<file path="src/rtl/line_assembler.sv">
// rtl/line_assembler.sv - collects received bytes into a terminated line and presents it for capture (optional LINE_ASSEMBLER_BACKSPACE_EN)
module line_assembler #(
    parameter int          LENGTH      = 16,
    parameter logic [7:0]  EOL         = 8'h0A,
    parameter logic [7:0]  CR          = 8'h0D,
    localparam int         LENGTH_BITS = $clog2(LENGTH)
) (
    input  logic                    i_clk,
    input  logic                    i_rst_n,
    input  logic                    i_en,
    input  logic [7:0]              i_byte,
    input  logic                    i_byte_valid,
    input  logic                    i_ack,
    output logic [LENGTH*8-1:0]     o_line,
    output logic [LENGTH_BITS-1:0]  o_len,
    output logic                    o_ready,
    output logic                    o_overflow,
    output logic [7:0]              o_echo,
    output logic                    o_echo_valid
);

    typedef enum logic {
        FILL    = 1'b0,
        PRESENT = 1'b1
    } state_t;

    // The last slot is always kept free so a terminator can still be stored.
    localparam logic [LENGTH_BITS-1:0] LAST_CHAR = LENGTH_BITS'(LENGTH - 2);
    localparam logic [LENGTH_BITS-1:0] ONE       = LENGTH_BITS'(1);

    state_t                  state;
    logic                    is_term;
    logic [LENGTH_BITS+2:0]  wr_ptr;

    assign is_term = (i_byte == EOL) || (i_byte == CR);
    assign wr_ptr  = {o_len, 3'b000};

`ifdef LINE_ASSEMBLER_BACKSPACE_EN
    logic                    is_bs;
    logic [LENGTH_BITS-1:0]  prev_len;
    logic [LENGTH_BITS+2:0]  bs_ptr;

    assign is_bs    = (i_byte == 8'h08) || (i_byte == 8'h7F);
    assign prev_len = o_len - ONE;
    assign bs_ptr   = {prev_len, 3'b000};
`endif

    // Line fill / present state machine with registered line, length, flags and echo
    always_ff @(posedge i_clk or negedge i_rst_n) begin
        if (!i_rst_n) begin
            state        <= FILL;
            o_line       <= '0;
            o_len        <= '0;
            o_ready      <= 1'b0;
            o_overflow   <= 1'b0;
            o_echo       <= 8'h00;
            o_echo_valid <= 1'b0;
        end else if (!i_en) begin
            o_echo_valid <= 1'b0;
        end else begin
            o_echo_valid <= 1'b0;
            case (state)
                FILL: begin
                    if (i_byte_valid) begin
                        if (is_term) begin
                            // Terminators are normalised to EOL in both buffer and echo.
                            o_line[wr_ptr +: 8] <= EOL;
                            o_len               <= o_len + ONE;
                            o_echo              <= EOL;
                            o_echo_valid        <= 1'b1;
                            o_ready             <= 1'b1;
                            state               <= PRESENT;
`ifdef LINE_ASSEMBLER_BACKSPACE_EN
                        end else if (is_bs) begin
                            // Erase the previous character; nothing to erase at an empty line.
                            if (o_len != '0) begin
                                o_line[bs_ptr +: 8] <= 8'h00;
                                o_len               <= prev_len;
                                o_echo              <= 8'h08;
                                o_echo_valid        <= 1'b1;
                            end
`endif
                        end else if (o_len < LAST_CHAR) begin
                            o_line[wr_ptr +: 8] <= i_byte;
                            o_len               <= o_len + ONE;
                            o_echo              <= i_byte;
                            o_echo_valid        <= 1'b1;
                        end else begin
                            o_overflow <= 1'b1;
                        end
                    end
                end
                PRESENT: begin
                    // Bytes arriving while a line is presented are discarded silently.
                    if (i_ack) begin
                        o_line     <= '0;
                        o_len      <= '0;
                        o_ready    <= 1'b0;
                        o_overflow <= 1'b0;
                        state      <= FILL;
                    end
                end
                default: state <= FILL;
            endcase
        end
    end

endmodule

</file>
<file path="config.mk">
export PLATFORM = sky130hd
export DESIGN_NAME = line_assembler
export DESIGN_NICKNAME = d
export VERILOG_FILES = /design/src/rtl/line_assembler.sv
export SDC_FILE = /design/constraint.sdc
export NUM_CORES = 1
export LEC_CHECK = 0
export CAP_MARGIN = 20
export CORE_ASPECT_RATIO = 0.6
export CORE_MARGIN = 2
export CORE_UTILIZATION = 53
export DETAILED_ROUTE_END_ITERATION = 10
export PLACE_DENSITY_LB_ADDON = 0.15
export SETUP_SLACK_MARGIN = 0.4
export SYNTH_ARGS = -nofsm -noshare
export SYNTH_HDL_FRONTEND = slang
export SYNTH_SLANG_ARGS = --single-unit
</file>
<file path="constraint.sdc">
create_clock -name i_clk -period 8.16 [get_ports i_clk]
set_input_delay 1.632 -clock i_clk [delete_from_list [all_inputs] [get_ports i_clk]]
set_output_delay 1.632 -clock i_clk [all_outputs]
set_load 0.02 [all_outputs]
</file>
# Word level (Yosys, flattened, before mapping)
# Cells that the tools add are included.
# totals
regBits	144
in_bits	13
# classes
eq_ne	8
shift	3
muxes	31
magnitude_cmp	1
n_addsub	2
n_bitwise	1
n_reduce_logical	6
# op_table
op	count
128-bit two-way mux	4
128-bit bitwise mux	2
128-bit case mux with 2 select lines	1
8-bit by 9-bit variable shift with 128-bit output (first input constant)	1
8-bit by 9-bit indexed part select with 128-bit output	1
8-bit by 9-bit indexed part select with 128-bit output (first input constant)	1
8-bit by 4-bit == test with 1-bit output (second input constant)	2
4-bit two-way mux	4
8-bit two-way mux	2
1-bit two-way mux	14
4-bit AND reduction	3
2-bit != test (second input constant)	5
7-bit negator with 9-bit output	1
4-bit case mux with 2 select lines	1
1-bit case mux with 2 select lines	3
5-bit AND reduction	1
4-bit by 1-bit adder with 4-bit output (second input constant)	1
4-bit less-than comparator (second input constant)	1
3-bit != test (second input constant)	1
2-bit nonzero test	1
1-bit logical OR	1
1-bit NOT	1

# Depth between registers and ports, before layout
# logic_depth
word_depth	7
ltp_mapped	10
depth_no_buf	7

# Worst setup path before layout
# No wires, ideal clock.
# synth_path
path_type	input-to-reg
startpoint	input port i_byte[2]
endpoint	register o_line[104]
arrival_time_ps	3381
slack_ps	4712
stages	7
n_path_buf	2
required_ps	8093
cell_sequence	buf_2 -> and3b_4 -> o211a_4 -> or4_4 -> buf_6 -> nor4_4 -> a22o_1
# synth_via
elab_chain_len	6
elab_cells_between_ends	11
cone_classes	eq/ne (3); shift (1); mux (5); reduce/logical (2)
# synth_lines
element	line_no	source
start: declaration	11	input logic [7:0] i_byte,
8-bit by 9-bit indexed part select with 128-bit output	84	o_line[wr_ptr +: 8] <= i_byte;
128-bit bitwise mux	84	
128-bit two-way mux	83	end else if (o_len < LAST_CHAR) begin
128-bit two-way mux	65	if (is_term) begin
128-bit two-way mux	64	if (i_byte_valid) begin
128-bit case mux with 2 select lines	62	case (state)
end signal: indexed assignment	84	
end: declaration	14	output logic [LENGTH*8-1:0] o_line,
# Several ways; a longest one is shown, not always the timed one. The select of a mux whose other input is x is not followed.
# A chain may end at the register's enable or synchronous reset.

# Worst setup path after layout
# layout_path
startpoint	input port i_byte[1]
endpoint	register o_line[30]
# The elaborated chain is that of the path after synthesis.

==> impl_table.tex <==
\begin{tabular}{lr}
\hline
Metric & Value \\
\hline
\multicolumn{2}{l}{\textbf{Setup path}} \\
\quad Biggest fanout along the worst timing path & 18 \\
\quad Critical path type & in2reg \\
\quad Reg-to-reg critical path endpoint & o\_line[1]\$\_DFFE\_PN0P\_ \\
\quad Required @ worst endpoint & 8.52 ns \\
\quad Launching element type of the critical path & input port \\
\quad R2r startpoint & o\_len[1]\$\_DFFE\_PN0P\_ \\
\quad Depth of the worst register-to-register path & 7 \\
\quad Element type at the critical path end & register \\
\quad Worst path arrival time & 4.36 ns \\
\quad Internal reg-to-reg setup slack & 4.96 ns \\
\multicolumn{2}{l}{\textbf{Layout}} \\
\quad Proportion of layout cells with a drive suffix above 1 & 10.6\% \\
\quad Fin cells & 846 \\
\quad Leading cell type in the layout, fill and taps excluded & sky130\_fd\_sc\_hd\_\_clkdlybuf4s50\_1 \\
\quad Commonest cells after routing, fill and taps aside & sky130\_fd\_sc\_hd\_\_clkdlybuf4s50\_1 (154), sky130\_fd\_sc\_hd\_\_dfrtp\_1 (144), sky130\_fd\_sc\_hd\_\_a22o\_1 (90) \\
\quad \# diodes & 0 \\
\quad Synth-to-layout area growth & 37.0\% \\
\quad Number of nets in the finished design & 689 \\
\multicolumn{2}{l}{\textbf{STA}} \\
\quad Final Worst Setup Slack & 4.15 ns \\
\quad Period minus WS final & 4.01 ns \\
\quad Max-slew violation count & 0 \\
\quad Unrepaired setup endpoints after global routing & false \\
\quad Remaining max-slew budget at the tightest pin & 27.2\% \\
\quad Worst-margin pin slew & 1.09 ns \\
\quad Fin. Hold Viols & 0 \\
\quad Setup violation total in the final timing report & 0 \\
\quad Worst clock skew & 0.00910 ns \\
\quad Highest clock frequency the design can meet & 250 MHz \\
\quad Total negative setup slack & 0 ns \\
\quad Part of the cycle the worst path needs & 49.1\% \\
\multicolumn{2}{l}{\textbf{Routing}} \\
\quad Routed WL per cell & 21.6 um \\
\quad Post-DR vias/cell & 6.08 \\
\quad Initial detailed-routing violation count & 580 \\
\quad Total wire length & 18300 um \\
\quad Count of antenna-violating nets left after detailed routing & 0 \\
\quad Detailed Routing Iterations Pass 1 & 5 \\
\quad Number of design rule violations left after detail routing & 0 \\
\quad Total vias in the final route & 5147 \\
\multicolumn{2}{l}{\textbf{Yosys}} \\
\quad Synth cell types & 53 \\
\quad Syn. warnings & 0 \\
\quad Gate count after technology mapping & 529 \\
\quad Cell Area, Synth & 6180 sq um \\
\quad Primary FF master, synth & sky130\_fd\_sc\_hd\_\_dfrtp\_1 \\
\quad Fraction of registers with async set/reset & 100\% \\
\quad Synthesized flop and latch total & 144 \\
\quad Mean post-synth cell area & 11.7 sq um \\
\quad Seq/Total Area, Yosys & 58.3\% \\
\quad Count of flip-flops with a built-in enable after synthesis & 0 \\
\quad Net Count, Synth & 545 \\
\multicolumn{2}{l}{\textbf{Global routing}} \\
\quad Vias in the first global route & 4926 \\
\quad GRT Overall Usage & 29.9\% \\
\quad Pin count of the biggest net entering global routing & 85 \\
\quad First-pass GRT wire length & 28000 um \\
\quad Total overflow reported by the global router & 0 \\
\quad Initial antenna violation count & 0 \\
\multicolumn{2}{l}{\textbf{Clock tree}} \\
\quad \# resized after CTS & 0 \\
\quad Clk sinks & 144 \\
\quad Clock transition at the register clock pins on the worst setup and hold paths after CTS & 0.06 ns \\
\quad Number of buffers between clock root and the deepest sink & 2 \\
\quad Total clock buffers created by CTS & 17 \\
\quad Clock latency of the later-clocked register in the worst-skew pair & 0.42 ns \\
\quad Root buffer cell & sky130\_fd\_sc\_hd\_\_clkbuf\_16 \\
\quad Post-CTS setup repair buffer count & 0 \\
\quad Post-CTS Hold Fix Bufs & 0 \\
\quad CTS tree & yes \\
\quad Number of H-tree branching levels & 4 \\
\multicolumn{2}{l}{\textbf{Floorplan}} \\
\quad Vertical die dimension & 87.7 um \\
\quad Total I/O pin count & 156 \\
\quad Chip Width & 143 um \\
\quad Initial standard-cell utilization of the core & 54.5\% \\
\quad Cell row count & 30 \\
\quad Core ar. & 11300 sq um \\
\quad Total die area & 12600 sq um \\
\multicolumn{2}{l}{\textbf{Hold path}} \\
\quad Worst hold path endpoint & o\_line[1]\$\_DFFE\_PN0P\_ \\
\quad Worst hold start & o\_line[1]\$\_DFFE\_PN0P\_ \\
\quad Hold Path Stages & 2 \\
\quad Worst Hold Class & reg2reg \\
\multicolumn{2}{l}{\textbf{Job}} \\
\quad Number of max-cap violations & 0 \\
\multicolumn{2}{l}{\textbf{Pwr}} \\
\quad Max rail drop VDD & 0.000273 V \\
\quad PnR Total Power & 3.43 mW \\
\quad Total power density per cell area & 405 nW/um\^{}2 \\
\quad Static Leakage & 3.74 nW \\
\multicolumn{2}{l}{\textbf{Placed design}} \\
\quad Worst slack after detailed placement & 3.78 ns \\
\quad Routability-driven placement congestion ratio & 0.861 \\
\quad Cell total after placement & 813 \\
\quad Sum of net half-perimeters after detailed placement & 12200 um \\
\quad Port Buf Inserts & 155 \\
\multicolumn{2}{l}{\textbf{Run status}} \\
\quad Run status & complete, no violations \\
\hline
\end{tabular}
worst max-delay path, stage by stage:
cell	delay (ns)
sky130_fd_sc_hd__clkdlybuf4s50_1	0.67
sky130_fd_sc_hd__and3b_4	0.26
sky130_fd_sc_hd__o211a_4	0.31
sky130_fd_sc_hd__or4_4	0.74
sky130_fd_sc_hd__nor3_2	0.51
sky130_fd_sc_hd__a22o_1	0.23
cell type report:
class                      count  area (sq um)
sequential                   144          3600
fill                         757          2860
multi-input combinational    337          2380
timing repair buffer         164          1640
clock buffer                  19           453
tap                          160           200
clock inverter                13           160
inverter                       9          33.8
sequential cells by signal (all words and copies together) (netlist names):
| name | cells |
|---|---|
| o_ready | 1 |
| o_len | 4 |
| o_echo | 8 |
| o_echo_valid | 1 |
| o_overflow | 1 |
| o_line | 128 |
| state | 1 |
stage by stage:
stage / hold WS, ns / cell area, sq um / utilization (%)
floorplan: 0.579 / 6180 / -
finish: 0.479 / 8470 / 74.7
global route: 0.510 / 8470 / 74.7
detailed placement: 0.461 / 7830 / 69.1
CTS: 0.485 / 8440 / 74.5
global placement: 0.453 / 7830 / 69.1
cells in the mapped netlist (2+ instances only):
master | instances | area, sq um
sky130_fd_sc_hd__ha_1 | 3 | 37.5
sky130_fd_sc_hd__or3_1 | 2 | 12.5
sky130_fd_sc_hd__nor4_4 | 4 | 85.1
sky130_fd_sc_hd__or2_2 | 13 | 81.3
sky130_fd_sc_hd__o31ai_1 | 9 | 67.6
sky130_fd_sc_hd__buf_2 | 2 | 10.0
sky130_fd_sc_hd__buf_4 | 2 | 15.0
sky130_fd_sc_hd__xnor2_1 | 4 | 35.0
sky130_fd_sc_hd__nor3_2 | 2 | 20.0
sky130_fd_sc_hd__nand3_1 | 22 | 110
sky130_fd_sc_hd__clkbuf_1 | 30 | 113
sky130_fd_sc_hd__a21oi_1 | 19 | 95.1
sky130_fd_sc_hd__mux2i_1 | 11 | 110
sky130_fd_sc_hd__nand3b_1 | 2 | 15.0
sky130_fd_sc_hd__nand2_1 | 46 | 173
sky130_fd_sc_hd__inv_1 | 9 | 33.8
sky130_fd_sc_hd__nor2_4 | 2 | 22.5
sky130_fd_sc_hd__o211ai_1 | 3 | 22.5
sky130_fd_sc_hd__xor2_1 | 2 | 17.5
sky130_fd_sc_hd__a21o_1 | 3 | 22.5
sky130_fd_sc_hd__a32o_1 | 8 | 80.1
sky130_fd_sc_hd__nor2b_4 | 2 | 27.5
sky130_fd_sc_hd__and2_1 | 11 | 68.8
sky130_fd_sc_hd__and3_1 | 4 | 25.0
sky130_fd_sc_hd__nor2_1 | 18 | 67.6
sky130_fd_sc_hd__a211oi_1 | 2 | 15.0
sky130_fd_sc_hd__nor4_1 | 2 | 12.5
sky130_fd_sc_hd__dfrtp_1 | 144 | 3600
sky130_fd_sc_hd__and2_0 | 2 | 12.5
sky130_fd_sc_hd__a22o_1 | 90 | 788
sky130_fd_sc_hd__o21ai_0 | 23 | 115
sky130_fd_sc_hd__nand2b_1 | 5 | 31.3
sky130_fd_sc_hd__buf_1 | 3 | 11.3
sky130_fd_sc_hd__nor3b_1 | 2 | 15.0
sky130_fd_sc_hd__a31oi_1 | 5 | 31.3
layer usage:
metal	track usage (%)	wire, um
met3	9.51	1920
met2	44.1	8000
met4	8.38	240
met1	43.2	8150
met5	0	0
how the worst max path moves through the flow:
stage	start	to	cells past startpoint
after floorplan	i_byte[2]	o_line[104]$_DFFE_PN0P_	7
after global placement	i_byte[1]	o_line[26]$_DFFE_PN0P_	6
after detailed placement	i_byte[1]	o_line[30]$_DFFE_PN0P_	6
after CTS	i_byte[1]	o_line[30]$_DFFE_PN0P_	6
after global routing	i_byte[1]	o_line[29]$_DFFE_PN0P_	6
final	i_byte[1]	o_line[30]$_DFFE_PN0P_	6
power breakdown:
| part | switching (mW) | internal, mW | total, mW |
|---|---|---|---|
| sequential | 0.212 | 0.963 | 1.18 |
| combinational | 0.770 | 0.684 | 1.45 |
| clock | 0.305 | 0.497 | 0.803 |
| total | 1.29 | 2.14 | 3.43 |
logic make-up after synthesis:
family / after synthesis / share of synthesized area (%)
and+or+nand+nor: 148 / 14.1
adders and majority gates: 3 / 0.607
muxes: 12 / 1.96
DFF: 144 / 58.3
xor gates and xnor gates: 6 / 0.850
AOI/OAI and AO/OA: 168 / 21.0
buffers and inverters: 48 / 3.22
(Power assumes the default switching activity.)
